<file path="config.mk">
export PLATFORM = sky130hd
export DESIGN_NAME = stopwatch_ctrl
export DESIGN_NICKNAME = d
export VERILOG_FILES = /design/src/rtl/stopwatch_pkg.sv /design/src/rtl/stopwatch_ctrl_debounce.sv /design/src/rtl/stopwatch_ctrl.sv
export SDC_FILE = /design/constraint.sdc
export NUM_CORES = 1
export LEC_CHECK = 0
export ABC_AREA = 1
export CORE_ASPECT_RATIO = 0.8
export CORE_UTILIZATION = 50
export DETAILED_ROUTE_END_ITERATION = 7
export PLACE_DENSITY = 0.78
export SKIP_LAST_GASP = 1
export SLEW_MARGIN = 10
export SYNTH_ARGS = -nofsm -noshare
export SYNTH_HDL_FRONTEND = slang
export SYNTH_SLANG_ARGS = --single-unit
export TNS_END_PERCENT = 50
</file>
<file path="constraint.sdc">
create_clock -name clk500hz -period 2.3 [get_ports clk500hz]
set_input_delay 0.46 -clock clk500hz [delete_from_list [all_inputs] [get_ports clk500hz]]
set_output_delay 0.46 -clock clk500hz [all_outputs]
set_load 0.05 [all_outputs]
</file>
<file path="src/rtl/stopwatch_pkg.sv">
// Shared definitions for the stopwatch control stage: state encodings,
// time limits and field widths.
package stopwatch_pkg;

   typedef enum logic [1:0] {
      ST_IDLE  = 2'd0,
      ST_RUN   = 2'd1,
      ST_PAUSE = 2'd2
   } sw_state_e;

   localparam int CS_MAX  = 99;
   localparam int SEC_MAX = 59;

   localparam int CENTI_W = 7;
   localparam int SEC_W   = 6;
   localparam int MIN_W   = 6;

endpackage

</file>
<file path="src/rtl/stopwatch_ctrl_debounce.sv">
// Button conditioner: two-flop synchroniser, stability counter and a
// registered one-cycle press pulse on the accepted rising level.
module button_debounce #(
   parameter int DEBOUNCE_CYC = 10
) (
   input  logic clk500hz,
   input  logic rst,
   input  logic btn_i,
   output logic press_o
);

   localparam int CNT_W = (DEBOUNCE_CYC > 1) ? $clog2(DEBOUNCE_CYC + 1) : 1;

   logic             sync1_q, sync2_q;
   logic             acc_q, acc_d;
   logic             acc_prev_q;
   logic [CNT_W-1:0] cnt_q, cnt_d;
   logic             press_q;

   // Bring the raw button into the clock domain.
   always_ff @(posedge clk500hz) begin
      if (rst) begin
         sync1_q <= 1'b0;
         sync2_q <= 1'b0;
      end else begin
         sync1_q <= btn_i;
         sync2_q <= sync1_q;
      end
   end

   // Count consecutive cycles the synchronised level disagrees with the
   // accepted level; flip the accepted level once it has held long enough.
   always_comb begin
      acc_d = acc_q;
      cnt_d = '0;
      if (sync2_q != acc_q) begin
         if (cnt_q == CNT_W'(DEBOUNCE_CYC - 1)) begin
            acc_d = sync2_q;
         end else begin
            cnt_d = cnt_q + CNT_W'(1);
         end
      end
   end

   // Stability state plus the press pulse, one cycle after the accepted rise.
   always_ff @(posedge clk500hz) begin
      if (rst) begin
         cnt_q      <= '0;
         acc_q      <= 1'b0;
         acc_prev_q <= 1'b0;
         press_q    <= 1'b0;
      end else begin
         cnt_q      <= cnt_d;
         acc_q      <= acc_d;
         acc_prev_q <= acc_q;
         press_q    <= acc_q & ~acc_prev_q;
      end
   end

   assign press_o = press_q;

endmodule

</file>
<file path="src/rtl/stopwatch_ctrl.sv">
// Stopwatch control: debounced start/stop and clear buttons drive an
// IDLE/RUN/PAUSE machine; elapsed time is kept as min:sec:centi in binary.
module stopwatch_ctrl
   import stopwatch_pkg::*;
#(
   parameter int DEBOUNCE_CYC = 10,
   parameter int TICKS_PER_CS = 5,
   parameter int MAX_MIN      = 59
) (
   input  logic               clk500hz,
   input  logic               rst,
   input  logic               btn_startstop,
   input  logic               btn_clear,
   output logic               run_on,
   output logic               pause_on,
   output logic               cs_tick,
   output logic [CENTI_W-1:0] centi,
   output logic [SEC_W-1:0]   sec,
   output logic [MIN_W-1:0]   min,
   output logic               wrap_pulse
);

   localparam int PRE_W = (TICKS_PER_CS > 1) ? $clog2(TICKS_PER_CS) : 1;

   logic ss_press, clr_press;

   sw_state_e          state_q, state_d;
   logic               run_q, pause_q;
   logic [PRE_W-1:0]   presc_q, presc_d;
   logic [CENTI_W-1:0] centi_q, centi_d;
   logic [SEC_W-1:0]   sec_q, sec_d;
   logic [MIN_W-1:0]   min_q, min_d;
   logic               tick_q, tick_d;
   logic               wrap_q, wrap_d;

   button_debounce #(.DEBOUNCE_CYC(DEBOUNCE_CYC)) u_db_ss (
      .clk500hz (clk500hz),
      .rst      (rst),
      .btn_i    (btn_startstop),
      .press_o  (ss_press)
   );

   button_debounce #(.DEBOUNCE_CYC(DEBOUNCE_CYC)) u_db_clr (
      .clk500hz (clk500hz),
      .rst      (rst),
      .btn_i    (btn_clear),
      .press_o  (clr_press)
   );

   // Next state: clear dominates; start/stop toggles between RUN and PAUSE.
   always_comb begin
      state_d = state_q;
      if (clr_press) begin
         state_d = ST_IDLE;
      end else if (ss_press) begin
         case (state_q)
            ST_IDLE:  state_d = ST_RUN;
            ST_RUN:   state_d = ST_PAUSE;
            ST_PAUSE: state_d = ST_RUN;
            default:  state_d = ST_IDLE;
         endcase
      end
   end

   // State register; the mode flags decode the next state so they line up
   // with the state itself rather than trailing it by a cycle.
   always_ff @(posedge clk500hz) begin
      if (rst) begin
         state_q <= ST_IDLE;
         run_q   <= 1'b0;
         pause_q <= 1'b0;
      end else begin
         state_q <= state_d;
         run_q   <= (state_d == ST_RUN);
         pause_q <= (state_d == ST_PAUSE);
      end
   end

   // Prescaler and time cascade. PAUSE holds everything, so a resume
   // finishes the partial centisecond; IDLE or a clear press zeroes it all.
   always_comb begin
      presc_d = presc_q;
      centi_d = centi_q;
      sec_d   = sec_q;
      min_d   = min_q;
      tick_d  = 1'b0;
      wrap_d  = 1'b0;
      if (clr_press || state_q == ST_IDLE) begin
         presc_d = '0;
         centi_d = '0;
         sec_d   = '0;
         min_d   = '0;
      end else if (state_q == ST_RUN) begin
         if (presc_q == PRE_W'(TICKS_PER_CS - 1)) begin
            presc_d = '0;
            tick_d  = 1'b1;
            if (centi_q == CENTI_W'(CS_MAX)) begin
               centi_d = '0;
               if (sec_q == SEC_W'(SEC_MAX)) begin
                  sec_d = '0;
                  if (min_q == MIN_W'(MAX_MIN)) begin
                     min_d  = '0;
                     wrap_d = 1'b1;
                  end else begin
                     min_d = min_q + MIN_W'(1);
                  end
               end else begin
                  sec_d = sec_q + SEC_W'(1);
               end
            end else begin
               centi_d = centi_q + CENTI_W'(1);
            end
         end else begin
            presc_d = presc_q + PRE_W'(1);
         end
      end
   end

   // Time registers and the tick/wrap pulses.
   always_ff @(posedge clk500hz) begin
      if (rst) begin
         presc_q <= '0;
         centi_q <= '0;
         sec_q   <= '0;
         min_q   <= '0;
         tick_q  <= 1'b0;
         wrap_q  <= 1'b0;
      end else begin
         presc_q <= presc_d;
         centi_q <= centi_d;
         sec_q   <= sec_d;
         min_q   <= min_d;
         tick_q  <= tick_d;
         wrap_q  <= wrap_d;
      end
   end

   assign run_on     = run_q;
   assign pause_on   = pause_q;
   assign cs_tick    = tick_q;
   assign centi      = centi_q;
   assign sec        = sec_q;
   assign min        = min_q;
   assign wrap_pulse = wrap_q;

endmodule

</file>
==> results of run 1 <==
[flip-flops by register name, indices dropped and copies added (netlist names), 2 cells and up]
name and count:
presc_q 3, u_db_clr.cnt_q 4, state_q 2, sec 6, centi 7, u_db_ss.cnt_q 4, min 6
[cell type report]
class | instances | area, µm²
Multi-Input combinational cell | 184 | 1007
Inverter | 34 | 127.6
Clock inverter | 1 | 30.03
Timing Repair Buffer | 27 | 267.8
Clock buffer | 7 | 76.32
Sequential cell | 46 | 920.9
Tap cell | 55 | 68.82
Fill cell | 338 | 1380
[routing by layer]
metal  share of wire (%)  routed length [µm]  up-vias
met2                  43                1722       59
met1                  49                1927      771
met3                 5.9                 232       10
met5                   0                   0        -
met4                 1.9                  76        0
li1                    -                   -      914
[how the worst max path moves through the flow]
| stage | cells after the start | endpoint | slack (ns) | startpoint |
|---|---|---|---|---|
| floorplan | 8 | min[4]$_SDFFE_PP0P_ | 0.49 | sec[0]$_SDFFE_PP0P_ |
| global placement | 1 | centi[2] | 0.58 | centi[2]$_SDFFE_PP0P_ |
| detailed placement | 4 | wrap_pulse$_SDFF_PP0_ | 0.54 | rst |
| CTS | 1 | min[2] | 0.24 | min[2]$_SDFFE_PP0P_ |
| global route | 1 | centi[2] | 0.18 | centi[2]$_SDFFE_PP0P_ |
| finish | 1 | min[2] | 0.23 | min[2]$_SDFFE_PP0P_ |
[power groups by stage]
| stage | Combinational [W] | Clock (W) | Sequential, W |
|---|---|---|---|
| global route | 0.0000218 | 0.000626 | 0.000803 |
| detailed placement | 0.0000187 | 0 | 0.000821 |
| finish | 0.0000190 | 0.000587 | 0.000802 |
| global placement | 0.0000182 | 0 | 0.000821 |
| floorplan | 0.00000893 | 0 | 0.000821 |
| CTS | 0.0000193 | 0.000593 | 0.000802 |
[through the flow]
stage / hold slack, ns / util [%] / cells
finish: 0.4000 / 64.42 / 354
global route: 0.4217 / 64.42 / 354
CTS: 0.4030 / 64.42 / 354
detailed placement: 0.3920 / 61.68 / 346
global placement: 0.3766 / 61.68 / 346
floorplan: 0.3732 / - / 266
[logic make-up after synthesis]
kind of cell / count (synthesis)
simple gates: 142
flops: 46
buf+inv: 36
compound gates: 22
xor+xnor: 11
fa+ha+maj: 9
[worst reg2reg max path, cell delays in order, from the launching register on]
cell     delay, ns
dfxtp_1       0.36
inv_1         0.07
ha_1          0.20
nand2_1       0.14
nor2_4        0.33
nand3_2       0.23
o21ai_0       0.25
nor2_1        0.07
[layout by cell type (no fill, tap or decap), drive strengths merged]
master / n
o21bai: 1
bufinv: 1
clkbuf: 7
inv: 34
nand3: 26
clkdlybuf4s50: 26
nor2: 50
o21ai: 7
a211oi: 1
dfxtp: 46
nor4: 1
xnor2: 5
nand4: 8
nor3: 5
xor2: 6
a21oi: 13
nand2: 52
ha: 9
buf: 1
==> results.toml, run 1 <==
[setup_path]
required_ns = 1.84
regToRegEndpoint = "min[3]$_SDFFE_PP0P_"
crit_path_end_kind = "output pin"
r2r-start = "presc_q[0]$_SDFFE_PP0N_"
slowest_delay_ns = 0.85
rr_worst_depth = 7
path_cells = "clkdlybuf4s50_1"
cp.arrival_ns = 1.61
worstSetupPathType = "reg2out"
cp-start-kind = "register"
worst-path-buf-inv = 1
cp_slowest_cell = "clkdlybuf4s50_1"
r2r_slack_ns = 0.55
critPathTopFamily = "buffers and inverters"
cp_max_fo = 7

[finish]
drive_gt1_share_pct = 7.692
finalInstanceArea_mm2 = 0.002499
area_delta_synth_final_pct = 20.66
nNetsFinal = 311
diodes = 0

[routing]
wirelength_um = 3959
ant_nets = 0
wl_per_cell_um = 11.18
drt_iter0_markers = 212
drc_errors = 0
dr.pass1.iters = 5
num_vias = 1754
via_per_inst = 4.955

[grt]
grt_pass1_wl_um = 6996
grt_pass1_vias = 1630
grt_max_degree = 14
grt-ovfl-total = 0
grtUsageMet1_pct = 27.88
antenna_found_initial = 0
grtUsageMet2_pct = 32.60
gr-usage-met3_pct = 4.762
track_usage_pct = 20.91
grt-busiest-layer = "met2"

[flow_run]
cap_violations = 0

[sta]
relSlewSlack_pct = 66.44
finalClockSkew_ns = 0.01067
rsz0062_at_grt = "no"
setup_viol = 0
clock.fmax_mhz = 484.2
tns_ns = 0
hold_violations = 0
final.min_clock_period_ns = 2.065
slew_violations = 0
finalCritPeriodShare_pct = 89.80
worst_pin_slew_ns = 0.5018
worst_slack_ns = 0.2346

[status]
status = "completed"

[synth]
yosysMostFrequentCell = "nand2_1"
synth-edff-count = 0
synthXorXnorAreaFrac_pct = 4.653
synth_top_family_by_area = "simple AND/OR/NAND/NOR gates"
synth_simple_gate_area_share_pct = 32.81
yosysSeqAreaShare_pct = 44.47
synth_flop_cell = "dfxtp_1"
yosysWarnings = 0
syn_area_mm2 = 0.002071
avgSynthCellArea_um2 = 7.785
synth_compound_area_share_pct = 5.740
async_reset_ff_share_pct = 0
synth-seq-cells = 46
netlist_top_cells_count = "nand2_1 (50), dfxtp_1 (46), nor2_1 (42)"
syn_nets = 279
yosysUniqueCellTypes = 26
yosys.area.top_type = "dfxtp_1"
synth.top_cell.area_share_pct = 44.47
ys_top_cells_by_area = "dfxtp_1 (44%), nand2_1 (9.1%), nor2_1 (7.6%)"
synthMuxAreaShare_pct = 0
synth_fa_ha_area_share_pct = 5.438
syn_inst = 266

[min_path]
hold_end = "u_db_clr.press_o$_SDFF_PP0_"
hp-start = "u_db_clr.acc_prev_q$_SDFF_PP0_"
hp-class = "reg2reg"
worstHoldPathCells = 1

[place]
dp_slack_ns = 0.5423
port_buffers = 26
dp_hpwl_um = 2879
placed_cell_area_mm2 = 0.002392
globalplace.congestion = 0.7878

[cts]
cts_tree = "done"
clkLatencyLatePin_ns = 0.30
htree_levels = 2
cts.sinks = 46
cts_root_buf = "clkbuf_8"
cts-resized-gates = 0
holdBufCountCts = 0
cts.clk_slew.worst_paths_ns = 0.08
clk_path_buf_depth = 2
post_cts.repair.setup_buffers = 0
cts_buffers = 5

[power]
p_leak_nw = 0.9126
power_switching_w = 0.0002749
max-vdd-ir-drop_mv = 0.4875
power_density_mw_per_mm2 = 563.7
p_int_w = 0.001134
total_power_w = 0.001409
comb_power_share_pct = 1.3
p_seq_share_pct = 57.0
p_clk_share_pct = 41.7
switching_share_pct = 19.51

[floorplanning]
rows = 20
fp.dieH_um = 59.56
start_util_pct = 53.39
core_mm2 = 0.003879
die_area_mm2 = 0.004404
die_w_um = 73.95
ios = 27
No activity file was read; power rests on OpenSTA's default activity.
==> run 2: changes to the inputs <==
- CORE_MARGIN: not set -> 2
- SETUP_SLACK_MARGIN: not set -> 0.3
==> results.toml, run 2 (synthesized netlist as in run 1, its figures left out) <==
[cts]
clk_path_buf_depth = 2
clkLatencyLatePin_ns = 0.29
post_cts.repair.setup_buffers = 0
cts.clk_slew.worst_paths_ns = 0.08
cts.sinks = 46
cts_buffers = 5
holdBufCountCts = 0
htree_levels = 2
cts_tree = "done"
cts_root_buf = "clkbuf_8"

[grt]
grt-ovfl-total = 0
grt_pass1_vias = 1556
antenna_found_initial = 0
track_usage_pct = 19.08
grt_max_degree = 14
grtUsageMet2_pct = 31.38
grt-busiest-layer = "met2"
gr-usage-met3_pct = 4.545
grtUsageMet1_pct = 25.25
grt_pass1_wl_um = 7017

[power]
p_leak_nw = 1.050
power_density_mw_per_mm2 = 556.1
max-vdd-ir-drop_mv = 0.4080
total_power_w = 0.001394

[setup_path]
critPathTopFamily = "buffers and inverters"
cp.arrival_ns = 1.52
path_cells = "clkdlybuf4s50_1"
r2r-start = "presc_q[0]$_SDFFE_PP0N_"
worst-path-buf-inv = 1
cp_max_fo = 4
cp_slowest_cell = "clkdlybuf4s50_1"
crit_path_end_kind = "output pin"
worstSetupPathType = "reg2out"
startpoint = "sec[0]$_SDFFE_PP0P_"
slowest_delay_ns = 0.84
cp-start-kind = "register"
required_ns = 1.84

[routing]
wl_per_cell_um = 11.37
drt_iter0_markers = 89
drc_errors = 0
wirelength_um = 4025
dr.pass1.iters = 5
via_per_inst = 4.980
num_vias = 1763
ant_nets = 0

[finish]
finalInstanceArea_mm2 = 0.002507
nNetsFinal = 311
diodes = 0
largest_register_ffs = 7
drive_gt1_share_pct = 7.692
final_common_cell = "nand2_1"
seq_area_um2 = 920.9
fillers = 334
area_delta_synth_final_pct = 21.09
multi_input_area_mm2 = 0.001007
final_cell_mix = "nand2_1 (50), dfxtp_1 (46), nor2_1 (42)"

[floorplanning]
core_mm2 = 0.003879
ios = 27
die_w_um = 75.95
fp.dieH_um = 61.56
rows = 20
die_area_mm2 = 0.004675
start_util_pct = 53.39

[sta]
relSlewSlack_pct = 65.55
hold_violations = 0
finalClockSkew_ns = 0.006846
clock.fmax_mhz = 505.1
finalCritPeriodShare_pct = 86.08
tns_ns = 0
final.min_clock_period_ns = 1.980
setup_viol = 0
slew_violations = 0
rsz0062_at_grt = "yes"
worst_pin_slew_ns = 0.5159

[place]
globalplace.congestion = 0.8195
port_buffers = 26
placed_cell_area_mm2 = 0.002392
dp_hpwl_um = 2934

[min_path]
hp-class = "reg2reg"
hp-start = "u_db_ss.acc_prev_q$_SDFF_PP0_"

[flow_run]
cap_violations = 0

[status]
status = "completed"
[run 2: changes by cell type in the layout (fill, tap and decap cells not counted), sizes merged]
cell           delta
dlygate4sd2       +5
dlymetal6s2s      +6
clkdlybuf4s50    -11
[run 2: where the power goes]
part           total [W]  switching (W)  leakage (nW)  internal, W
clock network   0.000574       0.000249        0.0524     0.000325
logic          0.0000183     0.00000960         0.626   0.00000867
registers       0.000802     0.00000239         0.371     0.000800
[run 2: path summary, 6_finish.rpt]
check                                     to  slack, ns  cells after the start
setup / recovery                      sec[0]       0.32                      1
hold / removal    u_db_ss.press_o$_SDFF_PP0_       0.39                      1
setup reg to reg         min[5]$_SDFFE_PP0P_       0.57                      9
hold reg to reg   u_db_ss.press_o$_SDFF_PP0_       0.39                      1
[run 2: what timing repair did]
action                     4_1_cts  5_1_grt
gates resized for setup          5        6
gates cloned                     0        0
setup endpoints to repair       10       13
pin swaps                        0        0
hold endpoints to repair         0        0
[run 2: per-layer routing]
layer	vias up	part of all wire, %
met5	-	0
met4	0	0.62
met2	55	43
met1	796	50
met3	2	5.9
li1	910	-
[run 2: final cells by class]
class | instances | share of cell area, %
clock buffer | 7 | 3.044
sequential | 46 | 36.73
clock inverter | 1 | 1.198
inverter | 34 | 5.090
tap | 55 | 2.745
multi-input combinational | 184 | 40.17
timing repair buffer | 27 | 11.03
[run 2: per-stage QoR]
stage	std cells	util (%)	hold slack (ns)	worst slack, ns
after floorplan	266	-	0.3732	0.4898
after global placement	346	61.68	0.3763	0.5758
after detailed placement	346	61.68	0.3812	0.4986
after CTS	354	64.26	0.3925	0.2769
after global routing	354	64.65	0.4102	0.2588
final	354	64.65	0.3911	0.3201
==> run 3: changes to the inputs <==
- CTS_CLUSTER_SIZE: not set -> 14
- clock period: 2.3 -> 2.42 ns (I/O delays scaled with it)
==> results.toml, run 3 (synthesized netlist as in run 1, its figures left out) <==
[finish]
final_common_cell = "nand2_1"
area_delta_synth_final_pct = 19.64
largest_register_ffs = 7
final_cell_mix = "nand2_1 (50), dfxtp_1 (46), nor2_1 (42)"
finalInstanceArea_mm2 = 0.002477
drive_gt1_share_pct = 7.718
nNetsFinal = 311
diodes = 0

[power]
power_density_mw_per_mm2 = 490.6
p_leak_nw = 0.9350
switching_share_pct = 20.48
p_seq_share_pct = 62.7
comb_power_share_pct = 1.4
max-vdd-ir-drop_mv = 0.4241
p_clk_share_pct = 35.8
power_switching_w = 0.0002489
p_int_w = 0.0009665
total_power_w = 0.001215

[cts]
cts_root_buf = "clkbuf_8"
cts.clk_slew.worst_paths_ns = 0.08
post_cts.repair.setup_buffers = 0
cts_buffers = 5
clkLatencyLatePin_ns = 0.29
cts.sinks = 46
clk_path_buf_depth = 2
cts_tree = "done"
htree_levels = 2

[routing]
wirelength_um = 3787
via_per_inst = 4.912
ant_nets = 0
dr.pass1.iters = 4
drt_iter0_markers = 88
drc_errors = 0
num_vias = 1734
wl_per_cell_um = 10.73

[floorplanning]
die_area_mm2 = 0.004675
fp.dieH_um = 61.56
core_mm2 = 0.003879
start_util_pct = 53.39
die_w_um = 75.95
ios = 27
rows = 20

[flow_run]
cap_violations = 0

[min_path]
hp-start = "u_db_clr.acc_prev_q$_SDFF_PP0_"
worstHoldPathCells = 1
hold_end = "u_db_clr.press_o$_SDFF_PP0_"
hp-class = "reg2reg"

[grt]
grt_pass1_wl_um = 6824
antenna_found_initial = 0
grt_max_degree = 14
grt_pass1_vias = 1553
grt-busiest-layer = "met2"
grt-ovfl-total = 0
track_usage_pct = 18.11
grtUsageMet1_pct = 23.93
grtUsageMet2_pct = 30.36
gr-usage-met3_pct = 4.399

[status]
status = "completed"

[setup_path]
slowest_delay_ns = 0.85
cp_num_cells = 1
cp_slowest_cell = "clkdlybuf4s50_1"
r2r_slack_ns = 0.72
critPathTopFamily = "buffers and inverters"
crit_path_end_kind = "output pin"
rr_worst_depth = 9
required_ns = 1.94
worst-path-buf-inv = 1
r2r-start = "presc_q[0]$_SDFFE_PP0N_"
regToRegEndpoint = "min[4]$_SDFFE_PP0P_"
cp_max_fo = 7
worstSetupPathType = "reg2out"
cp.arrival_ns = 1.59
cp-start-kind = "register"
path_cells = "clkdlybuf4s50_1"

[sta]
worst_pin_slew_ns = 0.5099
slew_violations = 0
setup_viol = 0
hold_ws_ns = 0.3900
tns_ns = 0
rsz0062_at_grt = "yes"
finalClockSkew_ns = 0.007940
final.min_clock_period_ns = 2.071
hold_violations = 0
relSlewSlack_pct = 65.90
finalCritPeriodShare_pct = 85.58
clock.fmax_mhz = 482.8

[place]
port_buffers = 26
globalplace.congestion = 0.8184
dp_hpwl_um = 2893
placed_cell_area_mm2 = 0.002392
-- run 3: changes by cell type in the layout (fill, tap and decap cells not counted) --
cell and delta:
clkbuf_1 -1, clkinvlp_4 +1, clkdlybuf4s50_1 +9, bufinv_16 -1
dlymetal6s2s_1 -4, dlygate4sd2_1 -5
-- run 3: routing by layer --
layer | up-vias | routed length [µm]
met1 | 783 | 1988
met5 | - | 0
li1 | 911 | -
met2 | 36 | 1592
met4 | 0 | 34
met3 | 4 | 172
-- run 3: how the worst max path moves through the flow --
stage                     slack [ns]             startpoint                      end
after floorplan                 0.61    sec[0]$_SDFFE_PP0P_      min[4]$_SDFFE_PP0P_
after global placement          0.67  centi[2]$_SDFFE_PP0P_                 centi[2]
final                           0.35  centi[4]$_SDFFE_PP0P_                 centi[4]
after global routing            0.28  centi[4]$_SDFFE_PP0P_                 centi[4]
after CTS                       0.31    min[2]$_SDFFE_PP0P_                   min[2]
after detailed placement        0.59                    rst  presc_q[0]$_SDFFE_PP0N_
-- run 3: metrics by stage --
step	cells	worst slack, ns	util, %
after floorplan	266	0.6098	-
after global placement	346	0.6711	61.68
after detailed placement	346	0.5939	61.68
after CTS	353	0.3116	63.74
after global routing	353	0.2820	63.87
final	353	0.3489	63.87
-- run 3: power groups by stage --
stage               clock network (W)  registers (W)   logic [W]
CTS                          0.000446       0.000762   0.0000178
global placement                    0       0.000780   0.0000174
floorplan                           0       0.000780  0.00000848
global route                 0.000480       0.000763   0.0000202
detailed placement                  0       0.000780   0.0000177
finish                       0.000435       0.000762   0.0000176
-- run 3: cell type report --
cell class / instances / area (µm²)
inverter: 34 / 127.6
multi-input combinational: 184 / 1007
fill: 340 / 1401
clock inverter: 1 / 7.507
timing repair buffer: 27 / 272.8
sequential: 46 / 920.9
tap: 55 / 68.82
clock buffer: 6 / 72.57
-- run 3: what timing repair did --
| item | 4_1_cts | 5_1_grt |
|---|---|---|
| hold buffers | 0 | 0 |
| resized for setup | 0 | 2 |
| endpoints found under the setup margin | 0 | 4 |
